File: src/rtl/matrix_pkg.sv
// rtl/matrix_pkg.sv - shared matrix geometry and fetch FSM state encoding.
package matrix_pkg;

   localparam int MAT_DIM = 4;
   localparam int ELEM_W  = 16;
   localparam int ROW_W   = MAT_DIM * ELEM_W;
   localparam int MAT_W   = MAT_DIM * ROW_W;

   typedef enum logic [1:0] {
      ST_IDLE  = 2'd0,
      ST_FETCH = 2'd1,
      ST_DONE  = 2'd2,
      ST_ERR   = 2'd3
   } fetch_state_e;

endpackage

File: src/rtl/fetch_watchdog.sv
// rtl/fetch_watchdog.sv - per-row acknowledge timeout counter.
// Only built when MATRIX_FETCH_TIMEOUT_EN is defined.
`ifdef MATRIX_FETCH_TIMEOUT_EN
module fetch_watchdog #(
   parameter int TIMEOUT_CYCLES = 15
) (
   input  logic clk,
   input  logic reset,
   input  logic clear,
   input  logic enable,
   output logic expired
);

   localparam int CNT_W = $clog2(TIMEOUT_CYCLES + 1);

   logic [CNT_W-1:0] cnt_q;

   // Fires on the edge where the count would reach TIMEOUT_CYCLES.
   assign expired = enable && (cnt_q == CNT_W'(TIMEOUT_CYCLES - 1));

   always_ff @(posedge clk or posedge reset) begin
      if (reset) begin
         cnt_q <= '0;
      end else if (clear) begin
         cnt_q <= '0;
      end else if (enable && !expired) begin
         cnt_q <= cnt_q + CNT_W'(1);
      end
   end

endmodule
`endif

File: src/rtl/matrix_fetch.sv
// rtl/matrix_fetch.sv - fetches a 4x4 matrix of 16-bit elements row by row and pulses matrix_valid.
// Optional ack timeout with fetch_err output: MATRIX_FETCH_TIMEOUT_EN.
module matrix_fetch
   import matrix_pkg::*;
#(
   parameter int ADDR_W = 12
`ifdef MATRIX_FETCH_TIMEOUT_EN
   ,
   parameter int TIMEOUT_CYCLES = 15
`endif
) (
   input  logic              clk,
   input  logic              reset,
   input  logic              start,
   input  logic [ADDR_W-1:0] base_addr,
   output logic              mem_rd,
   output logic [ADDR_W-1:0] mem_addr,
   input  logic [ROW_W-1:0]  mem_data,
   input  logic              mem_ack,
   output logic [MAT_W-1:0]  matrix,
   output logic              matrix_valid,
`ifdef MATRIX_FETCH_TIMEOUT_EN
   output logic              fetch_err,
`endif
   output logic              busy
);

   fetch_state_e state_q;
   logic [1:0]   row_q;

`ifdef MATRIX_FETCH_TIMEOUT_EN
   logic wd_expired;

   // Counter restarts for every row: held clear in IDLE and on each ack.
   fetch_watchdog #(
      .TIMEOUT_CYCLES(TIMEOUT_CYCLES)
   ) u_watchdog (
      .clk    (clk),
      .reset  (reset),
      .clear  ((state_q == ST_IDLE) || mem_ack),
      .enable (state_q == ST_FETCH),
      .expired(wd_expired)
   );
`endif

   always_ff @(posedge clk or posedge reset) begin
      if (reset) begin
         state_q      <= ST_IDLE;
         row_q        <= '0;
         mem_rd       <= 1'b0;
         mem_addr     <= '0;
         matrix       <= '0;
         matrix_valid <= 1'b0;
         busy         <= 1'b0;
`ifdef MATRIX_FETCH_TIMEOUT_EN
         fetch_err    <= 1'b0;
`endif
      end else begin
         matrix_valid <= 1'b0;
`ifdef MATRIX_FETCH_TIMEOUT_EN
         fetch_err    <= 1'b0;
`endif
         case (state_q)
            ST_IDLE: begin
               if (start) begin
                  mem_addr <= base_addr;
                  row_q    <= '0;
                  mem_rd   <= 1'b1;
                  busy     <= 1'b1;
                  state_q  <= ST_FETCH;
               end
            end
            ST_FETCH: begin
               if (mem_ack) begin
                  matrix[row_q*ROW_W +: ROW_W] <= mem_data;
                  if (row_q == 2'(MAT_DIM - 1)) begin
                     mem_rd       <= 1'b0;
                     matrix_valid <= 1'b1;
                     state_q      <= ST_DONE;
                  end else begin
                     row_q    <= row_q + 2'd1;
                     mem_addr <= mem_addr + ADDR_W'(1);
                  end
`ifdef MATRIX_FETCH_TIMEOUT_EN
               end else if (wd_expired) begin
                  mem_rd    <= 1'b0;
                  fetch_err <= 1'b1;
                  state_q   <= ST_ERR;
`endif
               end
            end
            ST_DONE: begin
               busy    <= 1'b0;
               state_q <= ST_IDLE;
            end
`ifdef MATRIX_FETCH_TIMEOUT_EN
            ST_ERR: begin
               busy    <= 1'b0;
               state_q <= ST_IDLE;
            end
`endif
            default: begin
               mem_rd  <= 1'b0;
               busy    <= 1'b0;
               state_q <= ST_IDLE;
            end
         endcase
      end
   end

endmodule
File: config.mk
export PLATFORM = sky130hd
export DESIGN_NAME = matrix_fetch
export DESIGN_NICKNAME = d
export VERILOG_FILES = /design/src/rtl/matrix_pkg.sv /design/src/rtl/fetch_watchdog.sv /design/src/rtl/matrix_fetch.sv
export SDC_FILE = /design/constraint.sdc
export NUM_CORES = 1
export LEC_CHECK = 0
export CAP_MARGIN = 10
export CORE_ASPECT_RATIO = 1.1
export CORE_MARGIN = 5
export CORE_UTILIZATION = 46
export DETAILED_ROUTE_END_ITERATION = 6
export HOLD_SLACK_MARGIN = 0.08
export PLACE_DENSITY_LB_ADDON = 0.2
export SETUP_SLACK_MARGIN = 0.5
export SLEW_MARGIN = 10
export SYNTH_ARGS = -nofsm -noshare
export SYNTH_HDL_FRONTEND = slang
export SYNTH_SLANG_ARGS = --single-unit
File: constraint.sdc
create_clock -name clk -period 12.22 [get_ports clk]
set_clock_uncertainty 0.05 [all_clocks]
set_input_delay 2.444 -clock clk [delete_from_list [all_inputs] [get_ports clk]]
set_output_delay 2.444 -clock clk [all_outputs]
set_load 0.03 [all_outputs]
==> results of run 1 <==
## cells in the final DEF (no fill, tap or decap), types with 3 or more instances in the layout
cell type	instances
clkdlybuf4s50_1	350
dfrtp_1	275
a22o_1	182
nand2_1	160
o21ai_0	81
clkbuf_16	29
a21oi_1	17
nor2_1	13
buf_4	10
nand3_1	9
clkinv_2	8
ha_1	7
clkbuf_1	7
o22ai_1	5
inv_1	4
o22a_1	4
bufinv_16	4
nand3_4	3
nor3b_1	3
nand4_1	3
and3_1	3
a31oi_1	3
## synthesized netlist by cell type, drive strengths merged (2+ instances only)
cell type  number
a22o          182
or2             2
ha              7
nor3            2
inv             5
o21ai          81
nand2         160
a31oi           3
nand3          13
clkbuf         28
nor2           14
nand4           3
o31ai           2
o22ai           5
and3            3
a21oi          17
nor3b           5
o22a            4
buf            38
dfrtp         275
## area by class of cell
class | instances | area share [%]
clock buffer | 38 | 5.18
clock inverter | 12 | 1.06
tap | 295 | 2.45
inverter | 5 | 0.175
sequential | 275 | 45.7
multi-input combinational | 512 | 21.6
timing repair buffer | 360 | 23.8
## sequential cells by signal, indices dropped and copies added, names as in the netlist
signal / flops
matrix: 256
mem_addr: 12
row_q: 2
state_q: 2
busy: 1
matrix_valid: 1
mem_rd: 1
## through the flow
stage	instance area, um^2	total power [W]	instances	utilization (%)
finish	15000	0.00395	1497	67.6
global route	15000	0.00415	1497	67.6
CTS	15000	0.00398	1497	67.6
detailed placement	14100	0.00309	1447	63.4
global placement	14100	0.00307	1447	63.4
floorplan	10400	0.00233	858	-
## per-layer routing
metal / vias up / wire, um / GRT usage [%]
met4: 0 / 1010 / 7.30
li1: 3738 / - / -
met5: - / 0 / 0
met3: 57 / 2480 / 6.14
met2: 324 / 14800 / 38.0
met1: 4104 / 12900 / 31.5
## worst max path at each step
stage | from | slack (ps) | end | cells past startpoint
after floorplan | reset | 2150 | busy$_DFFE_PP0P_ | 1
after global placement | mem_ack | 6470 | matrix[218]$_DFFE_PP0P_ | 5
after detailed placement | mem_ack | 6340 | matrix[246]$_DFFE_PP0P_ | 5
after CTS | mem_ack | 6890 | matrix[224]$_DFFE_PP0P_ | 5
after global routing | mem_ack | 6670 | matrix[227]$_DFFE_PP0P_ | 5
final | mem_ack | 6940 | matrix[246]$_DFFE_PP0P_ | 5
## where the power goes
| part | switching (W) | internal, W |
|---|---|---|
| registers | 0.000181 | 0.00118 |
| logic | 0.00103 | 0.000688 |
| clock network | 0.000347 | 0.000529 |
| total | 0.00155 | 0.00240 |
## cell families after synthesis
| logic type | after synthesis | share of synthesized area [%] |
|---|---|---|
| AO/OA/AOI/OAI | 296 | 21.1 |
| adder cells (fa/ha/maj) | 7 | 0.839 |
| buffers and inverters | 71 | 3.49 |
| flip-flops | 275 | 66.0 |
| multiplexers | 1 | 0.0959 |
| AND/OR/NAND/NOR | 208 | 8.53 |
## tightest hold or removal path, cell delays in order (launching register included)
cell	delay [ps]
dfrtp_1	340
nand2_1	50
o21ai_0	60
==> impl_metrics.yaml, run 1 <==
synthesis:
  synth_area_leader_cell: "dfrtp_1"
  syn_area_um2: 10400
  synth-edff-count: 0
  synth_area_leaders: "dfrtp_1 66%, a22o_1 15%, nand2_1 5.8%"
  synth_warnings: 0
  synthArstFlopShare_pct: 100
  synth-main-ff-cell: "dfrtp_1"
  synth_cells: 858
  ys_ff_latch: 275
  synth_fp_nets: 945
  yosysTopAreaCellShare_pct: 66.0
  seq_area_frac_synth_pct: 66.0
  yosysUniqueCellTypes: 36
  avgSynthCellArea_um2: 12.2
cts:
  cts-root-buf: "clkbuf_16"
  cts_max_level: 1
  cts_buffer_depth: 3
  cts_buffers: 28
  post_cts_buffers: 0
  clkSinkCount: 275
  clk_pin_slew_ps: 70
  clkLatencyLatePin_ps: 520
  cts_tree: "built"
  cts_hold_buffers: 0
  ctsResizeCount: 0
route:
  drtIter0Drc: 421
  viasPerCell: 5.49
  drt_pass1_iterations: 5
  drc: 0
  wl_per_cell_um: 20.8
  finalWirelength_um: 31200
  via_count: 8223
  ant_nets: 0
sta:
  setup_ws_ps: 6940
  layout_min_cycle_time_ps: 5280
  slew_headroom_pct: 27.4
  whs_ps: 427
  maxSlewViolCount: 0
  min_period_over_period_pct: 43.2
  fmax_mhz: 189
  tns_ps: 0
  tightest_slew_ps: 1090
  setup_viol: 0
  rsz0062_at_grt: "no"
  finalHoldViolCount: 0
status:
  status: "finished, final reports clean"
floorplan:
  die_h_um: 168
  ios: 351
  start_util_pct: 46.9
  die_area_um2: 25800
  row_count: 57
  fp.coreArea_um2: 22300
  die_w_um: 154
setup_path:
  rr_startpoint: "state_q[1]$_DFFE_PP0P_"
  arrival_ps: 5700
  slowest_stage: "nor3b_4"
  cp.required_ps: 12640
  r2r_cells: 5
  max_stage_delay_ps: 1050
  end_kind: "register"
  rrSetupSlack_ps: 8080
  critical_path_class: "in2reg"
  cp.buffers_inverters: 2
  cp_max_fo: 70
  r2r-end: "matrix[246]$_DFFE_PP0P_"
  crit_path_cell_trace: "clkdlybuf4s50_1 > nand3_4 > nor3b_4 > buf_4 > a22o_1"
  path_delay_family: "simple AND/OR/NAND/NOR gates"
  start_kind: "input port"
global_routing:
  grt_pass1_wl_um: 49100
  grt_start_max_net_pins: 138
  first_global_vias: 8272
  antenna_found_initial: 0
  grt_usage_pct: 23.5
  overflow: 0
final_layout:
  multi_input_area_um2: 3250
  drive_gt1_share_pct: 5.41
  fin_nets: 1269
  num_antenna_cells: 0
  fillers: 1728
  synthToLayoutAreaGrowth_pct: 44.2
  register_area_um2: 6880
hold_path:
  hold_end: "matrix[45]$_DFFE_PP0P_"
  hold_path_class: "reg2reg"
  hold_start: "matrix[45]$_DFFE_PP0P_"
  whs_path_depth: 2
placement:
  post-place-ws_ps: 6340
  gp_congestion: 0.800
  dpl.hpwl_um: 20800
  port-buffer-count: 350
pwr:
  leakage_nw: 6.61
  p_per_area_nw_per_um2: 263
  peakVddDrop_uv: 181
run:
  maxCapViolations: 0
No activity file was read; power rests on OpenSTA's default activity.
==> inputs of run 2 (changes only) <==
--- a/config.mk
+++ b/config.mk
@@ -8,7 +8,7 @@
 export CAP_MARGIN = 10
 export CORE_ASPECT_RATIO = 1.1
 export CORE_MARGIN = 5
-export CORE_UTILIZATION = 46
+export CORE_UTILIZATION = 41
 export DETAILED_ROUTE_END_ITERATION = 6
 export HOLD_SLACK_MARGIN = 0.08
 export PLACE_DENSITY_LB_ADDON = 0.2
==> constraint.sdc (replaced) <==
create_clock -name clk -period 4.85 [get_ports clk]
set_clock_uncertainty 0.05 [all_clocks]
set_input_delay 0.97 -clock clk [delete_from_list [all_inputs] [get_ports clk]]
set_output_delay 0.97 -clock clk [all_outputs]
set_load 0.03 [all_outputs]
==> impl_metrics.yaml, run 2 (synthesized netlist as in run 1, its figures left out) <==
route:
  via_count: 8203
  drtIter0Drc: 412
  drc: 0
  wl_per_cell_um: 20.9
  drt_pass1_iterations: 4
  ant_nets: 0
  viasPerCell: 5.39
  finalWirelength_um: 31900
floorplan:
  die_h_um: 177
  fp.coreArea_um2: 25200
  row_count: 61
  start_util_pct: 41.4
  ios: 351
  die_w_um: 162
  die_area_um2: 28700
final_layout:
  mostFrequentLayoutCells: "350 x clkdlybuf4s50_1, 275 x dfrtp_1, 182 x a22o_1"
  reg.largest.list: "matrix: 256 flops, mem_addr: 12 flops"
  layout_commonest_cell: "clkdlybuf4s50_1"
  largest_reg_flops: 256
  fin_nets: 1274
  synthToLayoutAreaGrowth_pct: 45.8
  fillers: 2078
  fin_cells: 1523
  drive_gt1_share_pct: 5.97
  regMostFlops: "matrix"
sta:
  tns_ps: 0
  fmax_mhz: 303
  rsz0062_at_grt: "no"
  finalHoldViolCount: 0
  whs_ps: 428
  maxSlewViolCount: 0
  tightest_slew_ps: 946
  min_period_over_period_pct: 67.9
  layout_min_cycle_time_ps: 3300
  slew_headroom_pct: 36.9
  setup_viol: 0
global_routing:
  grt_start_max_net_pins: 110
  first_global_vias: 8496
  grt_pass1_wl_um: 50300
  grt_usage_pct: 21.8
  overflow: 0
  antenna_found_initial: 1
cts:
  clkSinkCount: 275
  clk_pin_slew_ps: 60
  post_cts_buffers: 0
  cts_max_level: 1
  ctsResizeCount: 0
  clkLatencyLatePin_ps: 540
  cts_hold_buffers: 0
  cts_buffer_depth: 3
  cts-root-buf: "clkbuf_16"
  cts_tree: "built"
  cts_buffers: 28
setup_path:
  r2r_cells: 6
  cp_max_fo: 40
  cp.required_ps: 5270
  critical_path_class: "reg2reg"
  end_kind: "register"
  arrival_ps: 3720
  start_kind: "register"
placement:
  gp_congestion: 0.796
  port-buffer-count: 350
  dpl.hpwl_um: 21200
  dp_cells: 1472
pwr:
  internal-power_w: 0.00619
  peakVddDrop_uv: 366
  p_switching_w: 0.00395
  pwr-share-seq_pct: 33.8
  p_per_area_nw_per_um2: 667
  pwr-share-comb_pct: 42.8
  power_w: 0.0101
  clockPowerShare_pct: 23.4
  leakage_nw: 6.67
  power_switching_share_pct: 38.9
hold_path:
  whs_path_depth: 2
  hold_path_class: "reg2reg"
status:
  status: "finished, final reports clean"
run:
  maxCapViolations: 0
## run 2: changes by cell type in the layout (fill, tap and decap cells not counted), moves of 2 or more
| cell | previous run | this run |
|---|---|---|
| clkinv_2 | 8 | 6 |
| buf_12 | 0 | 3 |
| bufinv_16 | 4 | 7 |
| buf_4 | 10 | 12 |
| clkbuf_1 | 7 | 5 |
| clkinvlp_4 | 0 | 3 |
## run 2: final timing paths
check / start / end / slack [ps]
max in group asynchronous: reset / matrix[233]$_DFFE_PP0P_ / 2760
min in group asynchronous: reset / matrix[138]$_DFFE_PP0P_ / 910
min reg2reg: matrix[63]$_DFFE_PP0P_ / matrix[63]$_DFFE_PP0P_ / 430
min: matrix[63]$_DFFE_PP0P_ / matrix[63]$_DFFE_PP0P_ / 430
max: row_q[0]$_DFFE_PP0P_ / matrix[201]$_DFFE_PP0P_ / 1550
max reg2reg: row_q[0]$_DFFE_PP0P_ / matrix[201]$_DFFE_PP0P_ / 1550
## run 2: final cells by class
class / instances / area (um^2) / area share, %
sequential: 275 / 6880 / 45.2
timing repair buffer: 365 / 3650 / 24.0
clock inverter: 15 / 255 / 1.68
clock buffer: 35 / 758 / 4.98
multi-input combinational: 512 / 3250 / 21.4
antenna: 1 / 2.50 / 0.0164
inverter: 5 / 22.5 / 0.148
tap: 315 / 394 / 2.59
## run 2: layer usage
layer / vias up / track usage, % / wire [um]
li1: 3761 / - / -
met1: 4095 / 28.6 / 13300
met2: 285 / 35.4 / 14900
met3: 62 / 6.60 / 2710
met4: 0 / 6.24 / 950
met5: - / 0 / 0
## run 2: power groups by stage
stage	Clock [W]	Sequential, W	Combinational (W)
2_1_floorplan	0	0.00474	0.00113
3_3_place_gp	0	0.00344	0.00432
3_5_place_dp	0	0.00344	0.00438
4_1_cts	0.00243	0.00343	0.00439
5_1_grt	0.00252	0.00352	0.00460
6_report	0.00238	0.00343	0.00434
## run 2: stage by stage
step | util (%) | setup WS, ps | instance area [um^2]
after floorplan | - | 193 | 10400
after global placement | 56.4 | 1350 | 14200
after detailed placement | 56.4 | 1300 | 14200
after CTS | 60.4 | 1520 | 15200
after global routing | 60.4 | 1280 | 15200
final | 60.4 | 1550 | 15200
## run 2: critical path, cell delays in order, from the launching register on
cell     delay, ps
dfrtp_1        510
inv_1          200
ha_1           420
nor3_2         390
nor3b_4        850
buf_4          540
a22o_1         200
==> inputs of run 3 (changes only) <==
==> constraint.sdc (replaced) <==
create_clock -name clk -period 2.7 [get_ports clk]
set_clock_uncertainty 0.05 [all_clocks]
set_input_delay 0.54 -clock clk [delete_from_list [all_inputs] [get_ports clk]]
set_output_delay 0.54 -clock clk [all_outputs]
set_load 0.03 [all_outputs]
==> impl_metrics.yaml, run 3 (synthesized netlist as in run 1, its figures left out) <==
final_layout:
  fin_util_pct: 62.8
  multi_input_area_um2: 3270
  reg.largest.list: "matrix: 256 flops, mem_addr: 12 flops"
  synthToLayoutAreaGrowth_pct: 51.6
  mostFrequentLayoutCells: "274 x dfrtp_1, 182 x a22o_1, 160 x nand2_1"
  num_antenna_cells: 0
  fin_cells: 1543
  largest_reg_flops: 256
  drive_gt1_share_pct: 8.14
  regMostFlops: "matrix"
  postLayoutCellArea_um2: 15800
  layout_commonest_cell: "dfrtp_1"
  register_area_um2: 6880
  fillers: 2019
  fin_nets: 1293
sta:
  finalHoldViolCount: 0
  tightest_slew_ps: 834
  tns_ps: 0
  slew_headroom_pct: 44.4
  setup_viol: 0
  min_period_over_period_pct: 80.4
  fmax_mhz: 461
  rsz0062_at_grt: "no"
  layout_min_cycle_time_ps: 2170
  whs_ps: 295
  maxSlewViolCount: 0
placement:
  gp_congestion: 0.797
  placed_cell_area_um2: 14400
  dpl.hpwl_um: 22200
  port-buffer-count: 350
  dp_cells: 1485
route:
  wl_per_cell_um: 21.3
  drtIter0Drc: 407
  ant_nets: 0
  drc: 0
  finalWirelength_um: 32800
  via_count: 8251
  viasPerCell: 5.35
  drt_pass1_iterations: 4
pwr:
  peakVddDrop_uv: 662
  pwr-share-comb_pct: 42.2
  clockPowerShare_pct: 24.2
  leakage_nw: 9.39
  pwr-share-seq_pct: 33.6
  p_switching_w: 0.00719
  internal-power_w: 0.0111
  power_switching_share_pct: 39.4
  p_per_area_nw_per_um2: 1150
cts:
  clk_pin_slew_ps: 60
  cts_max_level: 1
  clkLatencyLatePin_ps: 530
  cts_buffer_depth: 3
  cts_buffers: 29
  cts-root-buf: "clkbuf_16"
  clkSinkCount: 275
  cts_tree: "built"
setup_path:
  crit_path_cell_trace: "clkdlybuf4s50_1"
  path_depth: 1
  cp.required_ps: 2110
  max_stage_delay_ps: 700
  end_kind: "primary output"
  r2r_cells: 7
  start_kind: "register"
  cp.buffers_inverters: 1
  critical_path_class: "reg2out"
  slowest_stage: "clkdlybuf4s50_1"
  critPathLaunch: "matrix[102]$_DFFE_PP0P_"
  rr_startpoint: "row_q[1]$_DFFE_PP0P_"
  cp_max_fo: 2
  rrSetupSlack_ps: 630
  arrival_ps: 1580
  crit_end: "matrix[102]"
  path_delay_family: "buffers and inverters"
  r2r-end: "matrix[160]$_DFFE_PP0P_"
floorplan:
  die_area_um2: 28700
  row_count: 61
  die_h_um: 177
  ios: 351
  fp.coreArea_um2: 25200
  start_util_pct: 41.4
  die_w_um: 162
global_routing:
  overflow: 0
  first_global_vias: 8429
  grt_usage_pct: 21.8
  grt_start_max_net_pins: 75
  grtUsageMet3_pct: 6.92
  antenna_found_initial: 0
  met2_usage_pct: 36.2
  grt_use_met1_pct: 28.5
  grt_pass1_wl_um: 50200
  busiest_layer: "met2"
status:
  status: "finished, final reports clean"
hold_path:
  hold_path_class: "in2async"
run:
  maxCapViolations: 0
## run 3: cell type report
| type | count | area share (%) |
|---|---|---|
| Clock inverter | 18 | 1.80 |
| Tap cell | 315 | 2.49 |
| Inverter | 5 | 0.142 |
| Clock buffer | 35 | 4.98 |
| Sequential cell | 275 | 43.5 |
| Multi-Input combinational cell | 512 | 20.7 |
| Timing Repair Buffer | 383 | 26.4 |
## run 3: power by group through the flow
stage	sequential [W]	clock (W)	combinational, W
after detailed placement	0.00619	0	0.00802
after global placement	0.00620	0	0.00791
final	0.00612	0.00442	0.00771
after CTS	0.00616	0.00451	0.00779
after floorplan	0.00852	0	0.00203
after global routing	0.00630	0.00469	0.00817
## run 3: how the worst min path moves through the flow
stage               cells past startpoint                endpoint  slack, ps
finish                                  2  matrix[78]$_DFFE_PP0P_        300
global route                            2  matrix[78]$_DFFE_PP0P_        300
CTS                                     2  matrix[70]$_DFFE_PP0P_        280
detailed placement                      2  matrix[45]$_DFFE_PP0P_        420
global placement                        2  matrix[36]$_DFFE_PP0P_        410
floorplan                               1        busy$_DFFE_PP0P_        430
## run 3: repair_timing
item / in CTS / in global routing
setup buffers: 0 / 4
endpoints found under the setup margin: 315 / 221
cloned: 0 / 1
hold buffers: 0 / 0
resized for setup: 76 / 127
## run 3: metal layers
layer,part of all wire (%),vias to the layer above
met4,1.8,0
met2,49,302
met5,0,-
met1,41,4121
met3,8.5,39
li1,-,3789
## run 3: stage by stage
step,power [W],setup WS (ps)
after CTS,0.0185,500
after floorplan,0.0105,-1530
after detailed placement,0.0142,247
after global routing,0.0192,488
final,0.0182,530
after global placement,0.0141,305
